==> config.mk <==
export PLATFORM = sky130hd
export DESIGN_NAME = f1_stage_sched
export DESIGN_NICKNAME = d
export VERILOG_FILES = /design/src/rtl/f1_stage_sched_pkg.sv /design/src/rtl/f1_stage_sched_lanes.sv /design/src/rtl/f1_stage_sched.sv
export SDC_FILE = /design/constraint.sdc
export NUM_CORES = 1
export LEC_CHECK = 0
export CAP_MARGIN = 10
export CORE_UTILIZATION = 35
export CTS_CLUSTER_DIAMETER = 100
export DETAILED_ROUTE_END_ITERATION = 7
export GPL_TIMING_DRIVEN = 0
export PLACE_DENSITY = 0.71
export SETUP_SLACK_MARGIN = 0.2
export SLEW_MARGIN = 15
export SYNTH_ARGS = -nofsm -noshare
export SYNTH_HDL_FRONTEND = slang
export SYNTH_SLANG_ARGS = --single-unit
==> constraint.sdc <==
create_clock -name i_clk -period 5.3 [get_ports i_clk]
set_input_delay 1.06 -clock i_clk [delete_from_list [all_inputs] [get_ports i_clk]]
set_output_delay 1.06 -clock i_clk [all_outputs]
set_load 0.02 [all_outputs]
==> src/rtl/f1_stage_sched_pkg.sv <==
// Shared configuration for the f1 stage scheduler: LLR geometry, state encoding
// and the helpers that turn len_log2 into a beat count and a lane mask.
package f1_stage_sched_pkg;

  localparam int WIDTH   = 6;
  localparam int P       = 4;
  localparam int ADDR_W  = 8;
  localparam int LEN_W   = 4;
  localparam int LOG2P   = $clog2(P);
  localparam int MAX_LEN = LOG2P + ADDR_W;

  localparam logic [WIDTH-1:0] LLR_MAX = {1'b0, {(WIDTH-1){1'b1}}};
  localparam logic [WIDTH-1:0] LLR_MIN = {1'b1, {(WIDTH-1){1'b0}}};

  typedef enum logic [1:0] {
    S_IDLE  = 2'd0,
    S_ISSUE = 2'd1,
    S_DRAIN = 2'd2,
    S_DONE  = 2'd3
  } state_e;

  // Oversized lengths are clamped so the beat count always fits the address space.
  function automatic int clamp_len(input logic [LEN_W-1:0] len);
    int le;
    le = int'(len);
    if (le > MAX_LEN) le = MAX_LEN;
    return le;
  endfunction

  function automatic logic [ADDR_W-1:0] nb_minus1(input logic [LEN_W-1:0] len);
    int le;
    le = clamp_len(len);
    if (le <= LOG2P) return '0;
    return ADDR_W'((1 << (le - LOG2P)) - 1);
  endfunction

  function automatic logic [P-1:0] lane_mask(input logic [LEN_W-1:0] len);
    int le;
    le = clamp_len(len);
    if (le >= LOG2P) return '1;
    return P'((1 << (1 << le)) - 1);
  endfunction

endpackage

==> src/rtl/f1_stage_sched_lanes.sv <==
// P parallel f1 lanes, d = min(a, sat(b+c)), built from the existing
// saturating_adder and minsum primitives. Purely combinational.
module saturating_adder
  import f1_stage_sched_pkg::*;
(
  input  logic [WIDTH-1:0] i_x,
  input  logic [WIDTH-1:0] i_y,
  output logic [WIDTH-1:0] o_s
);
  logic [WIDTH:0] w_sum;

  assign w_sum = {i_x[WIDTH-1], i_x} + {i_y[WIDTH-1], i_y};

  // Overflow shows up as disagreement between the two top bits of the extended sum.
  assign o_s = (w_sum[WIDTH] == w_sum[WIDTH-1]) ? w_sum[WIDTH-1:0]
             : (w_sum[WIDTH] ? LLR_MIN : LLR_MAX);
endmodule

module minsum
  import f1_stage_sched_pkg::*;
(
  input  logic [WIDTH-1:0] i_x,
  input  logic [WIDTH-1:0] i_y,
  output logic [WIDTH-1:0] o_m
);
  assign o_m = ($signed(i_x) < $signed(i_y)) ? i_x : i_y;
endmodule

module f1
  import f1_stage_sched_pkg::*;
(
  input  logic [WIDTH-1:0] i_a,
  input  logic [WIDTH-1:0] i_b,
  input  logic [WIDTH-1:0] i_c,
  output logic [WIDTH-1:0] o_d
);
  logic [WIDTH-1:0] w_s;

  saturating_adder u_add (.i_x(i_b), .i_y(i_c), .o_s(w_s));
  minsum           u_min (.i_x(i_a), .i_y(w_s), .o_m(o_d));
endmodule

module f1_stage_sched_lanes
  import f1_stage_sched_pkg::*;
(
  input  logic [P*WIDTH-1:0] i_a,
  input  logic [P*WIDTH-1:0] i_b,
  input  logic [P*WIDTH-1:0] i_c,
  output logic [P*WIDTH-1:0] o_d
);
  for (genvar k = 0; k < P; k++) begin : g_lane
    f1 u_f1 (
      .i_a(i_a[k*WIDTH +: WIDTH]),
      .i_b(i_b[k*WIDTH +: WIDTH]),
      .i_c(i_c[k*WIDTH +: WIDTH]),
      .o_d(o_d[k*WIDTH +: WIDTH])
    );
  end
endmodule

==> src/rtl/f1_stage_sched.sv <==
// Sequences one f-type LLR update pass through P shared f1 lanes:
// issue reads, compute in the lanes, write back two cycles later.
module f1_stage_sched
  import f1_stage_sched_pkg::*;
(
  input  logic                 i_clk,
  input  logic                 i_rst,
  input  logic                 i_start,
  input  logic [LEN_W-1:0]     i_len_log2,
  input  logic [ADDR_W-1:0]    i_base_a,
  input  logic [ADDR_W-1:0]    i_base_b,
  input  logic [ADDR_W-1:0]    i_base_c,
  input  logic [ADDR_W-1:0]    i_base_d,
  input  logic                 i_stall,
  output logic                 o_busy,
  output logic                 o_done,
  output logic                 o_rd_en,
  output logic [ADDR_W-1:0]    o_rd_addr_a,
  output logic [ADDR_W-1:0]    o_rd_addr_b,
  output logic [ADDR_W-1:0]    o_rd_addr_c,
  input  logic [P*WIDTH-1:0]   i_rd_data_a,
  input  logic [P*WIDTH-1:0]   i_rd_data_b,
  input  logic [P*WIDTH-1:0]   i_rd_data_c,
  output logic                 o_wr_en,
  output logic [ADDR_W-1:0]    o_wr_addr,
  output logic [P*WIDTH-1:0]   o_wr_data,
  output logic [P-1:0]         o_wr_mask
);

  state_e              r_state;
  state_e              w_next;

  logic [ADDR_W-1:0]   r_base_a;
  logic [ADDR_W-1:0]   r_base_b;
  logic [ADDR_W-1:0]   r_base_c;
  logic [ADDR_W-1:0]   r_base_d;
  logic [ADDR_W-1:0]   r_nb_m1;
  logic [P-1:0]        r_mask;
  logic [ADDR_W-1:0]   r_beat;

  logic                r_v1;
  logic [ADDR_W-1:0]   r_waddr1;
  logic [P-1:0]        r_mask1;

  logic                r_wr_en;
  logic [ADDR_W-1:0]   r_wr_addr;
  logic [P*WIDTH-1:0]  r_wr_data;
  logic [P-1:0]        r_wr_mask;

  logic                w_accept;
  logic                w_issue;
  logic                w_last;
  logic                w_drained;
  logic [P*WIDTH-1:0]  w_lane_d;

  assign w_accept  = (r_state == S_IDLE) && i_start;
  assign w_issue   = (r_state == S_ISSUE) && !i_stall;
  assign w_last    = w_issue && (r_beat == r_nb_m1);
  assign w_drained = !r_v1 && !r_wr_en;

  always_ff @(posedge i_clk) begin
    if (i_rst) r_state <= S_IDLE;
    else       r_state <= w_next;
  end

  always_comb begin
    w_next = r_state;
    case (r_state)
      S_IDLE:  if (i_start)  w_next = S_ISSUE;
      S_ISSUE: if (w_last)   w_next = S_DRAIN;
      S_DRAIN: if (w_drained) w_next = S_DONE;
      S_DONE:  w_next = S_IDLE;
      default: w_next = S_IDLE;
    endcase
  end

  always_comb begin
    o_rd_en = 1'b0;
    o_busy  = 1'b0;
    o_done  = 1'b0;
    case (r_state)
      S_ISSUE: begin
        o_rd_en = !i_stall;
        o_busy  = 1'b1;
      end
      S_DRAIN: o_busy = 1'b1;
      S_DONE:  o_done = 1'b1;
      default: ;
    endcase
  end

  // Pass configuration and beat counter; the counter only moves on an actual issue.
  always_ff @(posedge i_clk) begin
    if (i_rst) begin
      r_base_a <= '0;
      r_base_b <= '0;
      r_base_c <= '0;
      r_base_d <= '0;
      r_nb_m1  <= '0;
      r_mask   <= '0;
      r_beat   <= '0;
    end else if (w_accept) begin
      r_base_a <= i_base_a;
      r_base_b <= i_base_b;
      r_base_c <= i_base_c;
      r_base_d <= i_base_d;
      r_nb_m1  <= nb_minus1(i_len_log2);
      r_mask   <= lane_mask(i_len_log2);
      r_beat   <= '0;
    end else if (w_issue) begin
      r_beat   <= r_beat + 1'b1;
    end
  end

  assign o_rd_addr_a = r_base_a + r_beat;
  assign o_rd_addr_b = r_base_b + r_beat;
  assign o_rd_addr_c = r_base_c + r_beat;

  f1_stage_sched_lanes u_lanes (
    .i_a(i_rd_data_a),
    .i_b(i_rd_data_b),
    .i_c(i_rd_data_c),
    .o_d(w_lane_d)
  );

  // Two-stage shift: stage 1 tracks the beat whose data is arriving, stage 2 is the write.
  always_ff @(posedge i_clk) begin
    if (i_rst) begin
      r_v1      <= 1'b0;
      r_waddr1  <= '0;
      r_mask1   <= '0;
      r_wr_en   <= 1'b0;
      r_wr_addr <= '0;
      r_wr_data <= '0;
      r_wr_mask <= '0;
    end else begin
      r_v1 <= w_issue;
      if (w_issue) begin
        r_waddr1 <= r_base_d + r_beat;
        r_mask1  <= r_mask;
      end
      r_wr_en   <= r_v1;
      r_wr_mask <= r_v1 ? r_mask1 : '0;
      if (r_v1) begin
        r_wr_addr <= r_waddr1;
        r_wr_data <= w_lane_d;
      end
    end
  end

  assign o_wr_en   = r_wr_en;
  assign o_wr_addr = r_wr_addr;
  assign o_wr_data = r_wr_data;
  assign o_wr_mask = r_wr_mask;

endmodule

Word-level counts from Yosys, hierarchy flattened --
Cells that the tools add are included.
Word-level totals: memories kept 0, logic and storage cells 93, RAM bits 0, bits in latches 0, bits in registers 104, memory bits (read-only) 0, bits of input ports 112, output and inout bits 64
Cells by class: $add $sub $neg 12, bitwise gates (word level) 1, multiplexer cells 32, reductions and logical operators 12, divide/modulo/power cells 0, magnitude comparators 7, $mul 0, shift-type cells 3, equal/unequal tests 11
Operators with widths (count):
- $mux 6 | 12
- $mux 32 | 2
- $add 8x8->8 | 4
- $ge 32x3->1 const B | 1
- $le 32x3->1 const B | 1
- $shl 1x32->32 const A | 1
- $shl 1x32->4 const A | 1
- $shl 1x32->8 const A | 1
- $sub 32x3->32 const B | 1
- $add 6x6->7 | 4
- $lt 6x6->1 | 4
- $mux 8 | 2
- $mux 4 | 3
- $mux 1 | 9
- $add 8x1->8 const B | 1
- $eq 8x8->1 | 1
- $pmux 2 s4 | 1
- $sub 8x2->8 const B | 1
- $mux 2 | 3
- $ne 2x2->1 const B | 3
- $reduce_or 2->1 | 3
- $eq 1x1->1 | 4
- $eq 2x2->1 const B | 2
- $gt 4x4->1 const B | 1
- 7 further kinds | 12

Logic depth before layout (Yosys ltp) --
Gate-level depths: netlist of run 1.
depth after elaboration 9, mapped depth 19, mapped depth without buffers 19

Modules after synthesis --
Synthesis of run 1 repeated with hierarchy kept, for this count alone.
Unflattened totals: cells, all modules 902, area, all modules 7749.9 µm²
By module, submodules not included:
- f1_stage_sched | cells an instance 546, sequential area each 2082.0 µm², times used 1, area each 5032.3 µm²
- minsum | cells an instance 50, sequential area each 0.0 µm², times used 4, area each 344.1 µm²
- saturating_adder | cells an instance 39, sequential area each 0.0 µm², times used 4, area each 335.3 µm²

Least setup slack after synthesis of run 1 --
OpenSTA, ideal clock, no wires.
path type in2reg, from in i_rd_data_b[18], to reg r_wr_data[23], in the netlist o_wr_data[23], cell stages on the path 18, setup time 0.122 ns, data required time 5.178 ns, slack 0.664 ns, arrival 4.514 ns, path through ha_1 -> inv_1 -> fa_1 -> nor2b_1 -> o21ai_0 -> nor2b_1 -> a21oi_1 -> o32ai_1 -> a221oi_1 -> ha_1 -> and3_4 -> a2111oi_2 -> a22oi_2 -> or3_1 -> o31a_1 -> o31ai_4 -> nor3_1 -> a311o_1
Between the ends: word-level cells in the longest chain between the ends 5, elaborated cells on any way between the ends 6, those cells by class add/sub: 1; order compare: 1; eq/ne: 1; mux: 3
RTL lines:
- start, declared | RTL line f1_stage_sched.sv:22 | input logic [P*WIDTH-1:0] i_rd_data_b,
- $add 6x6->7 (*) | RTL line f1_stage_sched_lanes.sv:12 | assign w_sum = {i_x[WIDTH-1], i_x} + {i_y[WIDTH-1], i_y};
- $mux 6 / $eq 1x1->1 (equally long branches) | RTL line f1_stage_sched_lanes.sv:16, f1_stage_sched_lanes.sv:15
- $mux 6 (*) | RTL line f1_stage_sched_lanes.sv:15 | assign o_s = (w_sum[WIDTH] == w_sum[WIDTH-1]) ? w_sum[WIDTH-1:0]
- $lt 6x6->1 | RTL line f1_stage_sched_lanes.sv:26 | assign o_m = ($signed(i_x) < $signed(i_y)) ? i_x : i_y;
- $mux 6 (*) | RTL line f1_stage_sched_lanes.sv:26
- end signal, assigned | RTL line f1_stage_sched.sv:146 | r_wr_data <= w_lane_d;
- end, declared | RTL line f1_stage_sched.sv:47 | logic [P*WIDTH-1:0] r_wr_data;
Every way passes the cells marked *; elsewhere a longest branch is shown, timed or not. A chain may end at the register's enable or synchronous reset.

Final worst setup path of run 1 --
from in i_rd_data_b[0], to reg r_wr_data[5], in the netlist o_wr_data[5]
Same word-level chain as after synthesis.

==> metrics.md, run 1 <==
| Metric | Value |
|---|---|
| Run status | complete, no violations |
| Flop pwr share | 33.3% |
| Mapped Nets | ~1100 |
| Die Ht | 147 um |
| Synth Flop Type | dfxtp_1 |
| Leakage | ~4.0 nW |
| Fill count | 1984 |
| Initial antenna violation count | 0 |
| Final hold violation count | 0 |
| HPWL Detailed | between 15000 and 20000 um |
| Switching share of power | 36.9% |
| Row count | 52 |
| Post-DRT Antenna Nets | 0 |
| R2r setup slk | between 2 and 3 ns |
| First-pass GRT wire length | 32500 um |
| Sequential-to-total area share from yosys stat | between 20% and 30% |
| Clock power frac | 24.0% |
| Internal cell power | 1.79 mW |
| Reg2reg path depth | 10 |
| Leading cell types by count after synthesis | nand2_1 (116), dfxtp_1 (104), a21oi_1 (93), ha_1 (80), nor2_1 (66) |
| Crit path launch type | input pin |
| Die area | 21500 sq um |
| Htree depth | 3 |
| Minimum clock period | 4.94 ns |
| Post-Syn Area | 7320 sq um |
| RSZ-0062 raised after global routing | true |
| DRT Pass-1 Iters | 4 |
| DR iter-0 viols | ~270 |
| Overall Global Routing Usage | 18.8% |
| Largest net degree at the start of global routing | 18 |
| TritonCTS clock tree | yes |
| Max_slew headroom | 50.5% |
| Setup crit end kind | flip-flop |
| Worst vdd ir | about 0.00016 V |
| MaxCap Viol Count | 0 |
| Gr ovfl total | 0 |
| Final hold slack | 0.454 ns |
| Drt drc | 0 |
| Drt wl/cell | between 10 and 15 um |
| Pwr/cell area | 287 nW/um^2 |
| RR Endpoint | r_waddr1[6] |
| Clk sinks | 104 |
| Sw power | 1.05 mW |
| Worst hold path stage count | 2 |
| YS warnings | 0 |
| Ys async rst share | 0% |
| GP Congestion | slightly below 0.9 |
| WL final | about 20000 um |
| Vias in the first global route | 6627 |
| Synth top area cells | dfxtp_1 (28%), ha_1 (14%), a21oi_1 (6.4%) |
| Hold Path End | r_nb_m1[7] |
| Logic pwr share | 42.7% |
| Synth area leader | dfxtp_1 |
| EDFF count, synth | 0 |
| Area Overhead vs Synth | 35.0% |
| # port buffers | 175 |
| Worst skew pair latency | 0.35 ns |
| Yosys cell types | 74 |
| Fin util | 48.5% |
| Via Count | around 7000 |
| #FFs+latches synth | 104 |
| CORE AREA | about 20000 sq um |
| Crit share post-route | 93.2% |
| Drt via density | slightly above 5 |
| Worst slew pin tran | 0.743 ns |
| Min-Delay Path Class | reg2reg |
| Critical path peak fanout | 10 |
| Mapped Cells | 894 |
| Critical R2R Launch | r_beat[1] |
| Clock tree buffer depth | 2 |
| Starting Density | 35.9% |
| Clock Skews | 0.00828 ns |
| HP Start | r_nb_m1[7] |
| Fin. max-slew vios | 0 |
| Width of the die | 147 um |
| Most frequent cell after synthesis | nand2_1 |
| Placed Area | approximately 9400 sq um |
| Area share of the largest cell type after synthesis | 28.5% |
| Inserted Clock Buffers | 9 |
| Clock root cell | clkbuf_16 |
| Nets | 1291 |
| N_diodes | 0 |
| CP arrival | roughly 5.2 ns |
| WS Path Type | in2reg |
| Clock transition at the registers of the reported paths | 0.07 ns |
| Synth Area per Inst | ~8.2 sq um |
| Final setup fails | 0 |
| Critical Path RT | between 5 and 6 ns |
| Max reg flops | 24 |
| Max Freq | 202 MHz |
| Layout cells sized above 1 | 6.39% |
| Top-Level Pins | 176 |
| Fin area | 9880 sq um |
## cells in the final DEF, fill, tap and decap left out, types with 13 or more instances in the layout
master,n
o21ai_0,22
a21o_1,19
nor2_1,65
nor3b_1,14
a211oi_1,13
clkbuf_1,31
clkdlybuf4s50_1,175
ha_1,79
a21oi_1,91
inv_1,57
nor3_1,20
nand2_1,116
mux2i_1,17
xor2_1,13
dfxtp_1,104
xnor2_1,35
## timing repair
| item | in CTS | in global routing |
|---|---|---|
| buffers inserted | 0 | 10 |
| pin swaps | 0 | 5 |
| gates cloned | 0 | 1 |
| hold buffers | 0 | 0 |
| endpoints found under the setup margin | 5 | 15 |
| resized for setup | 5 | 18 |
## layer usage
layer	global-route usage (%)	wire length (um)	vias to the layer above
li1	-	-	3579
met1	24.1	9430	3282
met2	32.4	9830	146
met3	2.53	795	27
met4	5.94	414	0
met5	0	0	-
## worst max path at each step
stage / slack [ns] / startpoint / to
after global placement: -0.30 / i_rd_data_b[12] / o_wr_data[16]
after floorplan: 0.66 / i_rd_data_b[18] / o_wr_data[23]
after detailed placement: -0.40 / i_rd_data_b[12] / o_wr_data[16]
final: 0.36 / i_rd_data_b[0] / o_wr_data[5]
after global routing: 0.09 / i_rd_data_b[0] / o_wr_data[5]
after CTS: 0.25 / i_rd_data_b[0] / o_wr_data[5]
## through the flow
stage                     cells  worst slack, ns  TNS [ns]  power [mW]
final                      1365            0.361         0        2.84
after global routing       1365           0.0884         0        3.02
after CTS                  1354            0.251         0        2.80
after detailed placement   1339           -0.398     -1.92        2.11
after global placement     1339           -0.302     -1.32        2.10
after floorplan             894            0.664         0        1.70
## final cells by class
| class | instances | area, sq um | area share, % |
|---|---|---|---|
| multi-input cells | 691 | 4940 | 50.0 |
| repair buffers | 185 | 1830 | 18.5 |
| inverters | 59 | 221 | 2.24 |
| plain buffers | 41 | 174 | 1.76 |
| flip-flops and latches | 104 | 2080 | 21.1 |
| clock inverters | 5 | 66.3 | 0.671 |
| clock buffers | 10 | 229 | 2.32 |
| well taps | 270 | 338 | 3.42 |
## cells by family after synthesis
kind of cell	share of synthesized area, %
simple gates	19.5
compound gates	22.4
flops	28.5
buf+inv	5.37
fa+ha+maj	16.1
xor+xnor	5.75
mux	2.33
other cells	0.0513
## worst max-delay path, stage by stage
cell,delay (ns)
clkdlybuf4s50_1,0.47
ha_1,0.19
inv_1,0.06
fa_1,0.40
nor2b_1,0.17
o31a_1,0.19
nand3_1,0.15
a21oi_4,0.23
nor2_2,0.09
a21oi_2,0.19
ha_1,0.26
and3_1,0.20
a2111oi_2,0.36
mux2i_1,0.19
a31oi_1,0.26
a221o_1,0.15
clkbuf_4,0.19
nor3_1,0.06
a311o_1,0.30
## power by group through the flow
stage          logic, mW  registers [mW]  clock network [mW]
2_1_floorplan      0.735           0.969                   0
3_3_place_gp        1.14           0.961                   0
3_5_place_dp        1.15           0.964                   0
4_1_cts             1.16           0.947               0.690
5_1_grt             1.34           0.959               0.723
6_report            1.21           0.946               0.682
(Power assumes the default switching activity.)
==> run 2: changes to the inputs <==
--- a/config.mk
+++ b/config.mk
@@ -10,9 +10,10 @@
 export CTS_CLUSTER_DIAMETER = 100
 export DETAILED_ROUTE_END_ITERATION = 7
 export GPL_TIMING_DRIVEN = 0
-export PLACE_DENSITY = 0.71
+export PLACE_DENSITY = 0.7
 export SETUP_SLACK_MARGIN = 0.2
 export SLEW_MARGIN = 15
 export SYNTH_ARGS = -nofsm -noshare
 export SYNTH_HDL_FRONTEND = slang
+export SYNTH_HIERARCHICAL = 1
 export SYNTH_SLANG_ARGS = --single-unit
==> run 2 against run 1 <==
Against the previous run:
- register-to-register slack gained 0.33 ns
- first-iteration DRC count is 15% lower
- combinational power up 9.9%
- via count about the same
==> metrics.md, run 2 <==
| Metric | Value |
|---|---|
| WS Path Type | in2reg |
| GR Util met3 | 3.01% (+0.48 points) |
| Most frequent cells in the layout | clkdlybuf4s50_1 (172), dfxtp_1 (104), nand2_1 (99) |
| Final setup fails | 0 (unchanged) |
| CP top delay family | compound AO/OA/AOI/OAI gates |
| Stages on worst setup path | 17 (-2) |
| Width of the die | 151 um (+2.9%) |
| WL final | 19700 um (-3.8%) |
| YS warnings | 6 (+6) |
| RSZ-0062 raised after global routing | false |
| Cell Chain, Critical Path | clkdlybuf4s50_1 -> ha_1 -> inv_1 -> fa_1 -> nor2b_1 -> o21ai_0 -> a211o_1 -> o221ai_4 -> mux2i_1 -> inv_1 -> ha_1 -> a21o_1 -> a2111oi_2 -> o21a_2 -> o211ai_1 -> mux2i_1 -> nor2_1 |
| Htree depth | 3 (unchanged) |
| Minimum clock period | 4.44 ns (-0.495 ns) |
| Commonest non-fill, non-tap cell in the layout | clkdlybuf4s50_1 |
| Sequential-to-total area share from yosys stat | 26.9% (-1.6 points) |
| Largest net degree at the start of global routing | 19 (+1) |
| Row count | 54 (+3.8%) |
| Die area | 22700 sq um (+5.9%) |
| Yosys cell types | 60 (-19%) |
| Area Overhead vs Synth | 30.6% |
| Initial antenna violation count | 0 (unchanged) |
| Leading cell types by count after synthesis | dfxtp_1 (104), nand2_1 (99), ha_1 (81), inv_1 (71), nor2_1 (71) |
| CP arrival | 4.67 ns (-0.51 ns) |
| Area share of the largest cell type after synthesis | 26.9% (-1.6 points) |
| Critical Path RT | 5.52 ns (-0.02 ns) |
| Overall power | 2.99 mW (+5.3%) |
| Synth Area per Inst | 8.59 sq um (+5.0%) |
| Post-DRT Antenna Nets | 0 (unchanged) |
| Drt drc | 0 (unchanged) |
| Post-Syn Area | 7750 sq um (+5.9%) |
| Gr ovfl total | 0 (unchanged) |
| Drt via density | 5.14 (-0.29%) |
| Mapped Nets | 1103 (+0.82%) |
| Synth top area cells | dfxtp_1 (27%), ha_1 (13%), mux2i_1 (7.2%) |
| Sum of negative setup slack | 0 ns (unchanged) |
| # port buffers | 172 (-1.7%) |
| Worst hold path stage count | 2 (unchanged) |
| Vias in the first global route | 6486 (-2.1%) |
| Slowest cell delay on critical path | 0.46 ns (about the same) |
| Crit path launch type | input pin |
| TritonCTS clock tree | yes |
| Starting Density | 35.6% (-0.30 points) |
| Post-CTS setup buffers | 0 (unchanged) |
| Synth area leader | dfxtp_1 |
| Final hold slack | 0.451 ns (-0.00311 ns) |
| Drt wl/cell | 14.4 um (-4.2%) |
| Final hold violation count | 0 (unchanged) |
| Worst skew pair latency | 0.36 ns (about the same) |
| Run status | complete, no violations |
| Synth Flop Type | dfxtp_1 |
| Worst path slowest cell | clkdlybuf4s50_1 |
| GR met1 Demand/Resource | 22.3% (-1.8 points) |
| Setup crit end kind | flip-flop |
| Clock tree buffer depth | 2 (unchanged) |
| Inserted Clock Buffers | 9 (unchanged) |
| Clock transition at the registers of the reported paths | 0.07 ns (about the same) |
| Clk sinks | 104 (unchanged) |
| Fill count | 2138 (+7.8%) |
| Via Count | 7039 (+0.071%) |
| Critical path buffer and inverter count | 3 (unchanged) |
| CORE AREA | 21800 sq um (+6.8%) |
| Clock root cell | clkbuf_16 |
| Worst setup startpoint | i_rd_data_b[12] |
| CTS Hold Bufs | 0 (unchanged) |
| Critical R2R Launch | r_beat[1] |
| Grt peak-use layer | met2 |
| Top-Level Pins | 176 (unchanged) |
| #FFs+latches synth | 104 (unchanged) |
| Ys async rst share | 0% (unchanged) |
| Min-Delay Path Class | reg2reg |
| Pwr/cell area | 295 nW/um^2 (+2.7%) |
| Overall Global Routing Usage | 17.1% (-1.7 points) |
| Die Ht | 151 um (+2.9%) |
| Critical path peak fanout | 5 (-5) |
| HP Start | r_mask1[0] |
| EDFF count, synth | 0 (unchanged) |
| Worst vdd ir | 0.000172 V (+5.3%) |
| Max reg flops | 24 (unchanged) |
| MaxCap Viol Count | 0 (unchanged) |
| Mapped Cells | 902 (+0.89%) |
| HPWL Detailed | 15600 um (-2.8%) |
| Critical path endpoint | o_wr_data[12] |
| Fin. max-slew vios | 0 (unchanged) |
| GP Congestion | 0.907 (+2.4%) |
| Most frequent cell after synthesis | dfxtp_1 |
| Reg2reg path depth | 7 (-3) |
| DR iter-0 viols | 229 (-15%) |
| Max Freq | 225 MHz (+11%) |
| Leakage | 4.25 nW (+6.6%) |
| DRT Pass-1 Iters | 5 (+1) |
| Worst slew pin tran | 0.667 ns (-0.0758 ns) |
| R2r setup slk | 3.02 ns (+0.33 ns) |
| RR Endpoint | r_waddr1[4] |
| First-pass GRT wire length | 31100 um (-4.2%) |
| Met2 usage | 29.2% (-3.2 points) |
| Crit share post-route | 83.8% (-9.3 points) |
| Nets | 1286 (-0.39%) |
| N_diodes | 0 (unchanged) |
| Post-CTS sizing | 0 (-5) |
| Clock Skews | 0.0105 ns (+0.00222 ns) |
| Layout cells sized above 1 | 5.69% (-0.70 points) |
| Max_slew headroom | 55.3% (+4.9 points) |
run 2: area by class of cell:
class | instances | area, sq um | area share [%]
Inverter | 72 | 270 | 2.67
Tap cell | 280 | 350 | 3.46
Sequential cell | 104 | 2080 | 20.6
Buffer | 30 | 130 | 1.29
Timing Repair Buffer | 172 | 1720 | 17.0
Clock buffer | 10 | 229 | 2.26
Clock inverter | 6 | 73.8 | 0.729
Multi-Input combinational cell | 696 | 5270 | 52.0
run 2: layer usage:
metal / up-vias / wire, um
met5: - / 0
met4: 0 / 195
met3: 14 / 1060
met2: 189 / 9300
met1: 3248 / 9140
li1: 3588 / -
run 2: worst min-delay path, stage by stage (launching register included):
cell and delay, ns:
dfxtp_1 0.31, nand2_1 0.05, a21oi_1 0.05
run 2: metrics by stage:
| stage | worst slack, ns | util [%] | cells | area (sq um) |
|---|---|---|---|---|
| final | 0.856 | 46.5 | 1370 | 10100 |
| after global routing | 0.584 | 46.5 | 1370 | 10100 |
| after CTS | 0.860 | 46.5 | 1370 | 10100 |
| after detailed placement | 0.494 | 45.1 | 1354 | 9820 |
| after global placement | 0.531 | 45.1 | 1354 | 9820 |
| after floorplan | 1.33 | - | 902 | 7750 |
run 2: worst min path at each step:
| stage | to | slack, ns |
|---|---|---|
| after global routing | r_waddr1[0] | 0.47 |
| final | r_mask1[0] | 0.45 |
| after CTS | r_mask1[0] | 0.45 |
| after floorplan | r_mask[3] | 0.42 |
| after detailed placement | o_wr_mask[0] | 0.44 |
| after global placement | o_wr_mask[3] | 0.44 |
run 2: where the power goes:
part	switching (mW)	total [mW]	internal, mW	leakage (nW)
registers	0.0748	0.967	0.893	0.847
logic	0.718	1.33	0.610	3.26
clock network	0.319	0.693	0.374	0.142
total	1.11	2.99	1.88	4.25
run 2: cell families (layout without fill, tap and decap cells):
group | count (synthesis) | count (layout) | share of synthesized area, %
multiplexers | 60 | 60 | 7.81
adder cells (fa/ha/maj) | 89 | 89 | 15.1
AO/OA/AOI/OAI | 228 | 228 | 23.2
XOR/XNOR | 44 | 44 | 4.97
AND/OR/NAND/NOR | 274 | 274 | 16.8
other | 1 | 1 | 0.0484
flip-flops | 104 | 104 | 26.9
buffers and inverters | 102 | 290 | 5.17
==> run 3: changes to the inputs <==
--- a/config.mk
+++ b/config.mk
@@ -10,7 +10,7 @@
 export CTS_CLUSTER_DIAMETER = 100
 export DETAILED_ROUTE_END_ITERATION = 7
 export GPL_TIMING_DRIVEN = 0
-export PLACE_DENSITY = 0.7
+export PLACE_DENSITY = 0.72
 export SETUP_SLACK_MARGIN = 0.2
 export SLEW_MARGIN = 15
 export SYNTH_ARGS = -nofsm -noshare
==> constraint.sdc (replaced) <==
create_clock -name i_clk -period 3.9 [get_ports i_clk]
set_input_delay 0.78 -clock i_clk [delete_from_list [all_inputs] [get_ports i_clk]]
set_output_delay 0.78 -clock i_clk [all_outputs]
set_load 0.02 [all_outputs]
==> run 3 against run 2 <==
Against the previous run:
- hold slack worse by 0.0015 ns
- count of clock-buffer cells in the layout down 1
- setup slack worse by 0.66 ns
- sequential power up 35%
- register-to-register slack worse by 1.3 ns
- clock skew up 0.0027 ns
- routed wire length up 14%
- utilization up 5.0 points
- cell area up 11%
- flip-flop and latch count unchanged
- critical path type unchanged
- largest cell class unchanged
==> metrics.md, run 3 (synthesized netlist as in run 2, its figures left out) <==
| Metric | Value |
|---|---|
| Run status | complete, no violations |
| GP Congestion | 0.896 (-1.2%) |
| Vias in the first global route | 7030 (+8.4%) |
| Most frequent cells in the layout | clkdlybuf4s50_1 (131), dfxtp_1 (101), nand2_1 (95) |
| Sw power | 1.72 mW (+55%) |
| Hold Path End | r_waddr1[4] |
| First-pass GRT wire length | 34000 um (+9.3%) |
| Sum of negative setup slack | 0 ns (unchanged) |
| Clock power frac | 21.3% (-1.9 points) |
| N_diodes | 0 (unchanged) |
| RR Endpoint | r_waddr1[4] |
| Gr ovfl total | 0 (unchanged) |
| Pre-CTS setup slack | -0.618 ns (-1.11 ns) |
| Overall Global Routing Usage | 18.6% (+1.5 points) |
| Worst hold path stage count | 2 (unchanged) |
| # port buffers | 172 (unchanged) |
| Switching share of power | 38.6% (+1.4 points) |
| Post-Place Cells | 1354 (unchanged) |
| RSZ-0062 raised after global routing | true |
| Top-Level Pins | 176 (unchanged) |
| Die area | 22700 sq um (unchanged) |
| HPWL Detailed | 16000 um (+2.6%) |
| Commonest non-fill, non-tap cell in the layout | clkdlybuf4s50_1 |
| Worst vdd ir | 0.000202 V (+17%) |
| Inserted Clock Buffers | 9 (unchanged) |
| Clock tree buffer depth | 2 (unchanged) |
| Placed Area | 9820 sq um (unchanged) |
| WL final | 22500 um (+14%) |
| Crit path launch type | input pin |
| Fin util | 51.6% (+5.0 points) |
| Final hold slack | 0.450 ns (-0.00149 ns) |
| Drt wl/cell | 15.9 um (+11%) |
| Drt via density | 5.31 (+3.3%) |
| Nets | 1330 (+3.4%) |
| Via Count | 7506 (+6.6%) |
| GR met1 Demand/Resource | 23.6% (+1.2 points) |
| Max_slew headroom | 54.5% (-0.88 points) |
| DR iter-0 viols | 279 (+22%) |
| Max Freq | 270 MHz |
| Max reg flops | 24 (unchanged) |
| Fin area | 11200 sq um (+11%) |
| Logic pwr share | 49.3% (+4.9 points) |
| Minimum clock period | 3.71 ns |
| Clock transition at the registers of the reported paths | 0.08 ns (about the same) |
| Final setup fails | 0 (unchanged) |
| Clk sinks | 104 (unchanged) |
| GR Util met3 | 3.10% (+0.090 points) |
| Critical Path RT | 4.14 ns (-1.38 ns) |
| Grt peak-use layer | met2 |
| Fin. max-slew vios | 0 (unchanged) |
| Internal cell power | 2.74 mW (+46%) |
| Die Ht | 151 um (unchanged) |
| TritonCTS clock tree | yes |
| Crit share post-route | between 90 and 100% |
| Layout Cells excl Fill | 1414 (+3.2%) |
| CTS Hold Bufs | 0 (unchanged) |
| Drt drc | 0 (unchanged) |
| Reg2reg path depth | 8 (+1) |
| CORE AREA | 21800 sq um (unchanged) |
| Overall power | 4.46 mW (+49%) |
| Worst slew pin tran | 0.680 ns (+0.0131 ns) |
| Initial antenna violation count | 0 (unchanged) |
| Row count | 54 (unchanged) |
| Setup crit end kind | flip-flop |
| WS Path Type | in2reg |
| CP arrival | 3.95 ns (-0.72 ns) |
| Starting Density | 35.6% (unchanged) |
| Area Overhead vs Synth | 44.8% |
| Layout cells sized above 1 | 18.0% (+12 points) |
| Post-DRT Antenna Nets | 0 (unchanged) |
| Min-Delay Path Class | reg2reg |
| Clock Skews | 0.0132 ns (+0.00266 ns) |
| Largest net degree at the start of global routing | 23 (+4) |
| DRT Pass-1 Iters | 5 (unchanged) |
| MaxCap Viol Count | 0 (unchanged) |
| Post-route worst setup slack | 0.194 ns (-0.662 ns) |
| R2r setup slk | 1.77 ns (-1.25 ns) |
| Clock root cell | clkbuf_16 |
| Critical path peak fanout | 6 (+1) |
| Final hold violation count | 0 (unchanged) |
| Met2 usage | 32.0% (+2.8 points) |
| Pwr/cell area | 397 nW/um^2 (+35%) |
| Leakage | 4.75 nW (+12%) |
| Critical R2R Launch | r_beat[1] |
| Width of the die | 151 um (unchanged) |
| Htree depth | 3 (unchanged) |
| HP Start | r_waddr1[4] |
| Worst skew pair latency | 0.37 ns (about the same) |
| Flop pwr share | 29.4% (-3.0 points) |
## run 3: changes by cell type in the layout (fill, tap and decap cells not counted), moves of 8 or more
cell             before  now
inv_1                71   58
clkbuf_2              4   12
buf_4                 0   38
mux2i_1              56   46
ha_1                 81   52
clkdlybuf4s50_1     172  131
ha_4                  0   23
inv_2                 0   12
dlymetal6s2s_1        0   25
## run 3: worst max-delay path by stage
stage | to | slack [ns] | from | cells after the start
2_1_floorplan | o_wr_data[0] | 0.21 | i_rd_data_b[0] | 16
3_3_place_gp | o_wr_data[21] | -0.55 | i_rd_data_b[18] | 17
3_5_place_dp | o_wr_data[15] | -0.62 | i_rd_data_b[12] | 17
4_1_cts | o_rd_addr_b[6] | 0.20 | r_beat[2] | 7
5_1_grt | o_wr_data[17] | 0.1 | i_rd_data_c[17] | 15
6_report | o_wr_data[17] | 0.19 | i_rd_data_b[17] | 15
## run 3: power groups by stage
| stage | Combinational [mW] | Clock (mW) | Sequential [mW] |
|---|---|---|---|
| 6_report | 2.20 | 0.949 | 1.31 |
| 5_1_grt | 2.39 | 1.02 | 1.33 |
| 4_1_cts | 2.03 | 0.974 | 1.31 |
| 3_5_place_dp | 1.80 | 0 | 1.34 |
| 3_3_place_gp | 1.78 | 0 | 1.33 |
| 2_1_floorplan | 1.21 | 0 | 1.34 |
## run 3: final cells by class
type | instances | area [sq um]
clock inverter | 7 | 88.8
clock buffer | 9 | 225
tap | 280 | 350
multi-input combinational | 696 | 5950
sequential | 104 | 2090
timing repair buffer | 216 | 2120
fill | 1980 | 10500
buffer | 30 | 131
inverter | 72 | 274
## run 3: critical path: stages
cell and delay [ns]:
clkdlybuf4s50_1 0.54, ha_4 0.25, a21oi_4 0.19, nand2_2 0.08
o221ai_4 0.24, mux2i_4 0.33, inv_2 0.08, ha_4 0.28
a21o_1 0.19, buf_4 0.14, nand3_2 0.13, o211ai_1 0.19
mux2_4 0.34, mux2i_1 0.14, nor2_1 0.05
## run 3: per-layer routing
| layer | vias up | wire length, um |
|---|---|---|
| li1 | 3691 | - |
| met1 | 3556 | 9730 |
| met2 | 220 | 11100 |
| met3 | 39 | 1160 |
| met4 | 0 | 526 |
| met5 | - | 0 |
## run 3: timing repair
| action | in CTS | in global routing |
|---|---|---|
| resized for setup | 90 | 118 |
| buffers inserted | 28 | 16 |
| endpoints found under the setup margin | 29 | 30 |
| endpoints found under the hold margin | 0 | 0 |
| pin swaps | 56 | 54 |
